File: src/rtl/wlan_tx_controller.sv
// wlan_tx_controller
// 802.11a baseband TX bit-level controller. It takes RATE/LENGTH and a serial
// PSDU from the MAC. It emits the rate-1/2 coded SIGNAL + DATA bitstream serially,
// one coded bit per iClk.
// Source bits are consumed on an internal /2 slow tick. Each source bit gives A (g0)
// on the tick edge and B (g1) on the following edge.
// Optional feature macro: SCRAMBLER_EN. When it is defined, the DATA field is scrambled.
// When it is undefined, the scrambler is bypassed and timing and tail are unchanged.
//
// state  | meaning
// IDLE   | waiting for iStart on a slow tick; outputs low
// SIGNAL | 24 SIGNAL-field source bits, unscrambled
// DATA   | SERVICE, PSDU, tail, pad source bits (N_SYM*N_DBPS ticks)
// FLUSH  | last B bit on the wire; TX_EN and busy drop on the next tick
module wlan_tx_controller #(
    parameter logic [6:0]  SCR_SEED = 7'b1011101,
    parameter int unsigned DLY_BITS = 40
) (
    input  logic        iClk,
    input  logic        iRst,
    input  logic        iStart,
    input  logic [3:0]  iRate,
    input  logic [11:0] iLength,
    input  logic        iData,
    output logic        oData,
    output logic        oTX_EN,
    output logic        oBusy
);

    typedef enum logic [1:0] {ST_IDLE, ST_SIGNAL, ST_DATA, ST_FLUSH} state_t;

    state_t              state;
    logic                slwClk1;
    logic                tick;
    logic [DLY_BITS-1:0] dly_line;
    logic                dly_out;

    logic [3:0]  rate_q;
    logic [11:0] len_q;
    logic [7:0]  ndbps_q;
    logic [4:0]  sig_idx;
    logic [15:0] data_idx;
    logic [7:0]  sym_cnt;
    logic [6:0]  scr;
    logic [5:0]  enc_sr;
    logic        b_hold;

    logic [7:0]  ndbps_in;
    logic [3:0]  rate_eff_in;
    logic [31:0] sig_vec;
    logic [15:0] psdu_end;
    logic [15:0] tail_end;
    logic        in_psdu;
    logic        in_tail;
    logic        scr_fb;
    logic        data_raw;
    logic        data_scr;
    logic        data_bit;
    logic        src_bit;
    logic        enc_a;
    logic        enc_b;

    // N_DBPS for each legal RATE code; 0 marks an illegal code
    function automatic logic [7:0] ndbps_of(input logic [3:0] r);
        logic [7:0] n;
        case (r)
            4'hD:    n = 8'd24;
            4'hF:    n = 8'd36;
            4'h5:    n = 8'd48;
            4'h7:    n = 8'd72;
            4'h9:    n = 8'd96;
            4'hB:    n = 8'd144;
            4'h1:    n = 8'd192;
            4'h3:    n = 8'd216;
            default: n = 8'd0;
        endcase
        return n;
    endfunction

    assign tick    = slwClk1;
    assign dly_out = dly_line[DLY_BITS-1];

    // slow-tick divider: a tick edge is every second iClk after reset release
    always_ff @(posedge iClk or negedge iRst) begin
        if (!iRst) begin
            slwClk1 <= 1'b0;
        end else begin
            slwClk1 <= ~slwClk1;
        end
    end

    // input delay line covering SIGNAL + SERVICE, shifted once per slow tick
    always_ff @(posedge iClk or negedge iRst) begin
        if (!iRst) begin
            dly_line <= '0;
        end else if (tick) begin
            dly_line <= {dly_line[DLY_BITS-2:0], iData};
        end
    end

    // rate decode at request time; illegal codes fall back to 6 Mb/s
    always_comb begin
        rate_eff_in = iRate;
        ndbps_in    = ndbps_of(iRate);
        if (ndbps_in == 8'd0) begin
            rate_eff_in = 4'hD;
            ndbps_in    = 8'd24;
        end
    end

    // SIGNAL word in transmit order: bit i of sig_vec is the i-th bit sent
    always_comb begin
        sig_vec     = '0;
        sig_vec[0]  = rate_q[3];
        sig_vec[1]  = rate_q[2];
        sig_vec[2]  = rate_q[1];
        sig_vec[3]  = rate_q[0];
        sig_vec[4]  = 1'b0;
        for (int i = 0; i < 12; i++) begin
            sig_vec[5+i] = len_q[i];
        end
        sig_vec[17] = ^{rate_q, len_q};
    end

    // source-bit selection, scrambling and K=7 encoder taps (enc_sr[0] is newest)
    always_comb begin
        psdu_end = 16'd16 + {1'b0, len_q, 3'b000};
        tail_end = psdu_end + 16'd6;
        in_psdu  = (data_idx >= 16'd16) && (data_idx < psdu_end);
        in_tail  = (data_idx >= psdu_end) && (data_idx < tail_end);
        scr_fb   = scr[6] ^ scr[3];
        data_raw = in_psdu ? dly_out : 1'b0;
`ifdef SCRAMBLER_EN
        data_scr = data_raw ^ scr_fb;
`else
        data_scr = data_raw;
`endif
        data_bit = in_tail ? 1'b0 : data_scr;
        src_bit  = (state == ST_DATA) ? data_bit : sig_vec[sig_idx];
        enc_a    = src_bit ^ enc_sr[1] ^ enc_sr[2] ^ enc_sr[4] ^ enc_sr[5];
        enc_b    = src_bit ^ enc_sr[0] ^ enc_sr[1] ^ enc_sr[2] ^ enc_sr[5];
    end

    // main sequencer: FSM, field counters, scrambler, encoder state and registered outputs
    always_ff @(posedge iClk or negedge iRst) begin
        if (!iRst) begin
            state    <= ST_IDLE;
            rate_q   <= 4'hD;
            len_q    <= '0;
            ndbps_q  <= 8'd24;
            sig_idx  <= '0;
            data_idx <= '0;
            sym_cnt  <= '0;
            scr      <= SCR_SEED;
            enc_sr   <= '0;
            b_hold   <= 1'b0;
            oData    <= 1'b0;
            oTX_EN   <= 1'b0;
            oBusy    <= 1'b0;
        end else if (tick) begin
            case (state)
                ST_IDLE: begin
                    oData  <= 1'b0;
                    oTX_EN <= 1'b0;
                    oBusy  <= 1'b0;
                    if (iStart) begin
                        rate_q  <= rate_eff_in;
                        len_q   <= iLength;
                        ndbps_q <= ndbps_in;
                        sig_idx <= '0;
                        enc_sr  <= '0;
                        oBusy   <= 1'b1;
                        state   <= ST_SIGNAL;
                    end
                end
                ST_SIGNAL: begin
                    oData  <= enc_a;
                    b_hold <= enc_b;
                    oTX_EN <= 1'b1;
                    enc_sr <= {enc_sr[4:0], src_bit};
                    if (sig_idx == 5'd23) begin
                        data_idx <= '0;
                        sym_cnt  <= ndbps_q - 8'd1;
                        scr      <= SCR_SEED;
                        state    <= ST_DATA;
                    end else begin
                        sig_idx <= sig_idx + 5'd1;
                    end
                end
                ST_DATA: begin
                    oData    <= enc_a;
                    b_hold   <= enc_b;
                    oTX_EN   <= 1'b1;
                    enc_sr   <= {enc_sr[4:0], src_bit};
                    scr      <= {scr[5:0], scr_fb};
                    data_idx <= data_idx + 16'd1;
                    // burst ends on the first symbol boundary that covers SERVICE+PSDU+tail
                    if (sym_cnt == 8'd0) begin
                        if (data_idx >= tail_end - 16'd1) begin
                            state <= ST_FLUSH;
                        end else begin
                            sym_cnt <= ndbps_q - 8'd1;
                        end
                    end else begin
                        sym_cnt <= sym_cnt - 8'd1;
                    end
                end
                ST_FLUSH: begin
                    oData  <= 1'b0;
                    oTX_EN <= 1'b0;
                    oBusy  <= 1'b0;
                    state  <= ST_IDLE;
                end
                default: begin
                    oData  <= 1'b0;
                    oTX_EN <= 1'b0;
                    oBusy  <= 1'b0;
                    state  <= ST_IDLE;
                end
            endcase
        end else if (oTX_EN) begin
            oData <= b_hold;
        end
    end

endmodule

File: config.mk
export PLATFORM = sky130hd
export DESIGN_NAME = wlan_tx_controller
export DESIGN_NICKNAME = d
export VERILOG_FILES = /design/src/rtl/wlan_tx_controller.sv
export SDC_FILE = /design/constraint.sdc
export NUM_CORES = 1
export LEC_CHECK = 0
export CAP_MARGIN = 20
export CORE_MARGIN = 4
export CORE_UTILIZATION = 60
export DETAILED_ROUTE_END_ITERATION = 8
export DONT_BUFFER_PORTS = 1
export PLACE_DENSITY = 0.73
export REMOVE_ABC_BUFFERS = 1
export SLEW_MARGIN = 10
export SYNTH_ARGS = -nofsm -noshare
export SYNTH_HDL_FRONTEND = slang
export SYNTH_SLANG_ARGS = --single-unit
export TNS_END_PERCENT = 50
File: constraint.sdc
create_clock -name iClk -period 8.48 [get_ports iClk]
set_clock_uncertainty 0.15 [all_clocks]
set_input_delay 0 -clock iClk [delete_from_list [all_inputs] [get_ports iClk]]
set_output_delay 0 -clock iClk [all_outputs]
set_load 0.03 [all_outputs]
* After elaboration in Yosys (flattened, before gate mapping)
Memory sizes are Yosys's and may differ from the RTL's.
Cells that the tools add are included.
** Storage, ports and cells
- Flip-flop bits (word level) :: 106
- ROM bits :: 96
- Input port bits :: 20
- Output and inout bits :: 3
- Logic and storage cells :: 97
- Memories :: 1
** Cells by class
- Add/subtract/negate cells :: 7
- $lt $le $gt $ge :: 6
- Equality and inequality tests :: 10
- Muxes and demuxes :: 29
- Bitwise gates (word level) :: 9
- Reduce and logical (&&, ||, !) cells :: 21
** Memory list
- (name not given) :: depth 16, bits a word 6, rd ports 1, clocked after Yosys merged registers in 0, wr ports 0, RTL line 66 : case (r)
** Operators with widths (number)
- greater-or-equal comparator 16 bit :: 2
- less-than comparator 16 bit :: 2
- 2-to-1 mux 8 bit :: 4
- one-hot mux 16 bit (2 select lines) :: 1
- adder 16 x 1 -> 16 bit, second input constant :: 1
- adder 16 x 3 -> 16 bit, second input constant :: 1
- adder 5 x 15 -> 16 bit, first input constant :: 1
- greater-or-equal comparator 16 x 5 -> 1 bit, second input constant :: 1
- zero test 8 bit :: 2
- 2-to-1 mux 16 bit :: 1
- one-hot mux 8 bit (2 select lines) :: 1
- XOR reduction 16 bit :: 1
- subtractor 16 x 1 -> 16 bit, second input constant :: 1
- subtractor 8 x 1 -> 8 bit, second input constant :: 2
- one-hot mux 6 bit (2 select lines) :: 1
- 2-to-1 mux 5 bit :: 2
- one-hot mux 5 bit (2 select lines) :: 1
- nonzero test 2 bit :: 5
- AND reduction 3 bit :: 3
- 2-to-1 mux 2 bit :: 4
- one-hot mux 2 bit (4 select lines) :: 1
- AND reduction 4 bit :: 2
- XOR 1 bit :: 8
- 2-to-1 mux 1 bit :: 7
- 18 further kinds :: 27

* Logic depth before layout (Yosys ltp)
- Depth in word-level cells :: 12
- Mapped depth :: 15
- Depth with buffers taken out :: 14

* Worst setup path after synthesis
Ideal clock, no wire load.
- Path kind :: reg-to-reg
- Start point :: register len_q[1]
- End point :: register sym_cnt[6]
- Setup time :: 0.077 ns
- Data arrival time :: 3.005 ns
- Data required time :: 8.253 ns
- Path slack :: 5.247 ns
- Cell stages (with the launch flop) :: 16
- Path buffers :: 1
- Period minus slack after synthesis :: 3.233 ns
- Path through :: dfrtp_1 -> ha_1 -> nand3_1 -> nor2_1 -> and3_1 -> nand3_1 -> xor2_1 -> ha_1 -> a21oi_1 -> nand2_1 -> a221oi_1 -> o21ai_0 -> a31oi_1 -> buf_2 -> a21oi_1 -> a21oi_1
** On the way
- Cells in the longest elaborated chain, start to end :: 6
** Ends and longest elaborated chain
- from (decl) :: RTL line 39 : logic [11:0] len_q;
- from (signal assigned) :: RTL line 168 : len_q <= iLength;
- adder 5 x 15 -> 16 bit :: RTL line 127 : psdu_end = 16'd16 + {1'b0, len_q, 3'b000};
- adder 16 x 3 -> 16 bit :: RTL line 128 : tail_end = psdu_end + 16'd6;
- subtractor 16 x 1 -> 16 bit :: RTL line 199 : if (data_idx >= tail_end - 16'd1) begin
- greater-or-equal comparator 16 bit :: RTL line 199
- inequality test 3 bit (no line)
- AND reduction 4 bit (no line)
- to (signal assigned) :: RTL line 183 : sym_cnt <= ndbps_q - 8'd1;
- to (signal assigned) :: RTL line 202 : sym_cnt <= ndbps_q - 8'd1;
- to (signal assigned) :: RTL line 205 : sym_cnt <= sym_cnt - 8'd1;
- to (decl) :: RTL line 43 : logic [7:0] sym_cnt;
Every way passes these cells.
A chain may end at the register's enable or synchronous reset.

* Worst setup path after layout
- Start point :: register len_q[1]
- End point :: register sym_cnt[5]
The elaborated chain is that of the path after synthesis.

==> summary.md <==
| Metric | Value |
|---|---|
| Number of flops mapped to enable cells by yosys | 0 |
| Top Ports | 23 |
| Register-to-Register Path Depth | 15 |
| Status | complete, no violations |
| Slew headroom | 54.43% |
| Die Y | roughly 100 um |
| CTS hold repair buffers | 24 |
| Final worst slack | between 4000 and 5000 ps |
| CTS HTree Levels | 3 |
| Post-DP HPWL | 6.887 mm |
| Area of the die | ~11000 um^2 |
| Die width | 103.5 um |
| FP Rows | 34 |
| FF+latch count, synth | 104 |
| Cell area power density | 138.6 nW/um^2 |
| Reg-to-reg startpoint | len_q[1]$_DFFE_PN0P_ |
| Worst vdd ir | 96.60 uV |
| Max frequency | 253.1 MHz |
| Largest net degree at the start of global routing | 105 |
| Synthesized area | about 5500 um^2 |
| WHS Endpoint | rate_q[0]$_DFFE_PN1P_ |
| Vias per std cell | 5.760 |
| Synth Instances | 490 |
| Period utilization | a little under half |
| Iter 0 DRT Violations | 136 |
| Global-route wire length before repair | about 17 mm |
| Hold path start | iStart |
| Clk slew on worst S/H paths | around 90 ps |
| WP depth | 15 |
| Setup crit end kind | flop |
| Slew @ Worst Pin | a little under 700 ps |
| CP Data Arrival Time | just over 4000 ps |
| Min Tclk post-route | roughly 4000 ps |
| Vias in the first global route | 3600 |
| Final wirelength | approximately 9.9 mm |
| Max incr delay on CP | roughly 540 ps |
| Synth top area cells | dfrtp_1, mux2_2, ha_1 |
| Vias | roughly 3600 |
| DR pass1 iterations | 4 |
| Yosys top cell by area | dfrtp_1 |
| Critical path's top delay family | compound AO/OA/AOI/OAI gates |
| Slew Limit Fails | 0 |
| Asr flop ratio synth | between 90% and 100% |
| Final nets | about 560 |
| Area Overhead vs Synth | 9.561% |
| PostCTS Resize Cnt | 0 |
| TritonCTS clock tree | done |
| Clk sinks | around 100 |
| Number of distinct standard cells referenced by the synthesized netlist | 55 |
| Area share of the largest cell type after synthesis | 45.29% |
| Startpoint Class | flop |
| # port buffers | 0 |
| Worst-path cell chain | ha_1 > nand3_1 > nor2_1 > and3_1 > nand3_1 > xor2_1 > ha_1 > a21oi_1 > nand2_1 > a221oi_1 > o21ai_0 > a31oi_1 > clkbuf_2 > o21ai_0 > a22o_1 |
| Final setup vio count | 0 |
| Max stage delay cell, worst path | a31oi_1 |
| Register area share after synthesis | between 40 and 50% |
| Max Buffers Root-to-Sink | 2 |
| DP Worst Slack | between 4000 and 5000 ps |
| Leakage | around 2.9 nW |
| R2r endpoint | sym_cnt[5]$_DFFE_PN0P_ |
| Worst hold path class | input port to flop |
| CP Buf/Inv Count | 1 |
| Fin Setup TNS | 0 ps |
| Share of layout cells above drive strength 1 | approximately 17% |
| Synth Warn # | 0 |
| Mean Syn Cell Area | between 10 and 15 um^2 |
| Worst skew pair latency | 360 ps |
| Reg2Reg Setup Slack | 4530 ps |
| Placer Congestion | between 0.8 and 0.9 |
| Crit path required time | roughly 8600 ps |
| Kind of critical path | flop to flop |
| GRT Util Overall | just over 20% |
| Initial antenna violation count | 0 |
| Initial Util | between 60 and 70% |
| Cell depth of the worst min-delay path | 3 |
| Diodes inserted | 0 |
| Clock root buffer | clkbuf_8 |
| DRC viols | 0 |
| Max_cap viols | 0 |
| CTS Buf Count | 9 |
| RSZ-0062 raised after global routing | false |
| Core Area | around 8800 um^2 |
| Synth Flop Type | dfrtp_1 |
| Max FO, Critical Path | 8 |
| Final hold vios | 0 |
| ANT nets after route | 0 |
| Routed wire per std cell | 15.94 um |
| Number of setup buffers added after CTS | 0 |
| Grt ovf | 0 |
| Finished Core Util | about two thirds |
| Hold slack | ~32 ps |
-- metal layers --
| metal | vias to the layer above | wire length (um) | global-route usage, % |
|---|---|---|---|
| met5 | - | 0 | 0 |
| met4 | 0 | 133 | 6.076 |
| met3 | 13 | 377 | 3.488 |
| met2 | 49 | 4536 | 31.03 |
| met1 | 1759 | 4868 | 30.65 |
| li1 | 1762 | - | - |
-- Yosys cell counts (2+ instances only) --
master / n
dfrtp_1: 99
mux2_2: 55
nand2_1: 40
ha_1: 32
nor2_1: 27
o21ai_0: 24
xor2_1: 24
a21oi_1: 21
inv_1: 21
xnor2_1: 21
nand3_1: 15
a22o_1: 10
clkbuf_1: 10
and3_1: 7
nand2b_1: 7
buf_1: 5
dfstp_2: 5
mux2i_1: 5
nor4_1: 5
a21o_1: 4
buf_2: 4
nand4_1: 4
a31oi_1: 3
mux4_2: 3
nor3_1: 3
nor3b_1: 3
a221o_1: 2
nor2b_1: 2
o21ai_1: 2
or3_1: 2
-- area by class of cell --
cell class	instances	area (um^2)
inverter	21	78.83
multi-input combinational	345	2701
timing repair buffer	28	285.3
fill	671	2813
sequential	104	2609
clock inverter	3	45.04
clock buffer	13	138.9
tap	108	135.1
-- per-stage QoR --
step           instance area (um^2)  power (mW)  std cells
2_1_floorplan                  5383      0.5211        470
3_3_place_gp                   5539      0.5221        580
3_5_place_dp                   5539      0.5231        580
4_1_cts                        5981      0.8401        620
5_1_grt                        5993      0.8673        622
6_report                       5993      0.8307        622
-- cell usage in the layout, fill, tap and decap left out, types with 2 or more instances in the layout --
| cell type | synthesis | final |
|---|---|---|
| xor2_1 | 24 | 24 |
| a21o_1 | 4 | 4 |
| a31oi_1 | 3 | 3 |
| ha_1 | 32 | 32 |
| inv_1 | 21 | 21 |
| nor2_1 | 27 | 27 |
| nor3_1 | 3 | 3 |
| nand2_1 | 40 | 40 |
| a221o_1 | 2 | 2 |
| mux4_2 | 3 | 3 |
| xnor2_1 | 21 | 21 |
| a21oi_1 | 21 | 21 |
| or3_1 | 2 | 2 |
| a22o_1 | 10 | 10 |
| clkbuf_8 | 0 | 9 |
| clkinvlp_4 | 0 | 2 |
| clkbuf_1 | 10 | 4 |
| mux2i_1 | 5 | 5 |
| nand3_1 | 15 | 15 |
| mux2_2 | 55 | 55 |
| and3_1 | 7 | 7 |
| nor2b_1 | 2 | 2 |
| dfrtp_1 | 99 | 99 |
| nand2b_1 | 7 | 7 |
| nand4_1 | 4 | 4 |
| nor4_1 | 5 | 5 |
| o21ai_0 | 24 | 24 |
| dlygate4sd3_1 | 0 | 23 |
| nor3b_1 | 3 | 3 |
| buf_4 | 0 | 2 |
| nor4b_2 | 1 | 2 |
| dfstp_2 | 5 | 5 |
| o21ai_1 | 2 | 2 |
-- sequential cells by signal (all words and copies together) (netlist names) --
name	flops
ndbps_q	6
state	2
data_idx	16
enc_sr	6
b_hold	1
oData	1
oBusy	1
slwClk1	1
rate_q	4
oTX_EN	1
len_q	12
sig_idx	5
dly_line	40
sym_cnt	8
-- power by group --
part	switching, mW	total, mW	internal (mW)
logic	0.0152	0.0296	0.0144
clock network	0.160	0.297	0.137
registers	0.00271	0.504	0.501
total	0.178	0.831	0.653
-- worst max-delay path by stage --
stage | startpoint | to | slack, ps
CTS | len_q[1]$_DFFE_PN0P_ | sym_cnt[2]$_DFFE_PN0P_ | 4350
floorplan | len_q[1]$_DFFE_PN0P_ | sym_cnt[2]$_DFFE_PN0P_ | 4850
detailed placement | len_q[1]$_DFFE_PN0P_ | sym_cnt[5]$_DFFE_PN0P_ | 4370
global placement | len_q[1]$_DFFE_PN0P_ | sym_cnt[2]$_DFFE_PN0P_ | 4470
global route | len_q[1]$_DFFE_PN0P_ | sym_cnt[5]$_DFFE_PN0P_ | 4200
finish | len_q[1]$_DFFE_PN0P_ | sym_cnt[5]$_DFFE_PN0P_ | 4530
-- cell families (layout without fill, tap and decap cells) --
group | Yosys count | after routing | synth area share [%]
AND/OR/NAND/NOR | 125 | 125 | 11.60
flip-flops | 104 | 104 | 47.69
AO/OA/AOI/OAI | 79 | 79 | 9.264
buffers and inverters | 41 | 65 | 3.042
XOR/XNOR | 46 | 46 | 7.617
adder cells (fa/ha/maj) | 32 | 32 | 7.319
multiplexers | 63 | 63 | 13.47
-- worst min-delay path, stage by stage --
cell      delay, ps
nand3_1         120
buf_4           270
nand2b_1        110
(Power assumes the default switching activity.)
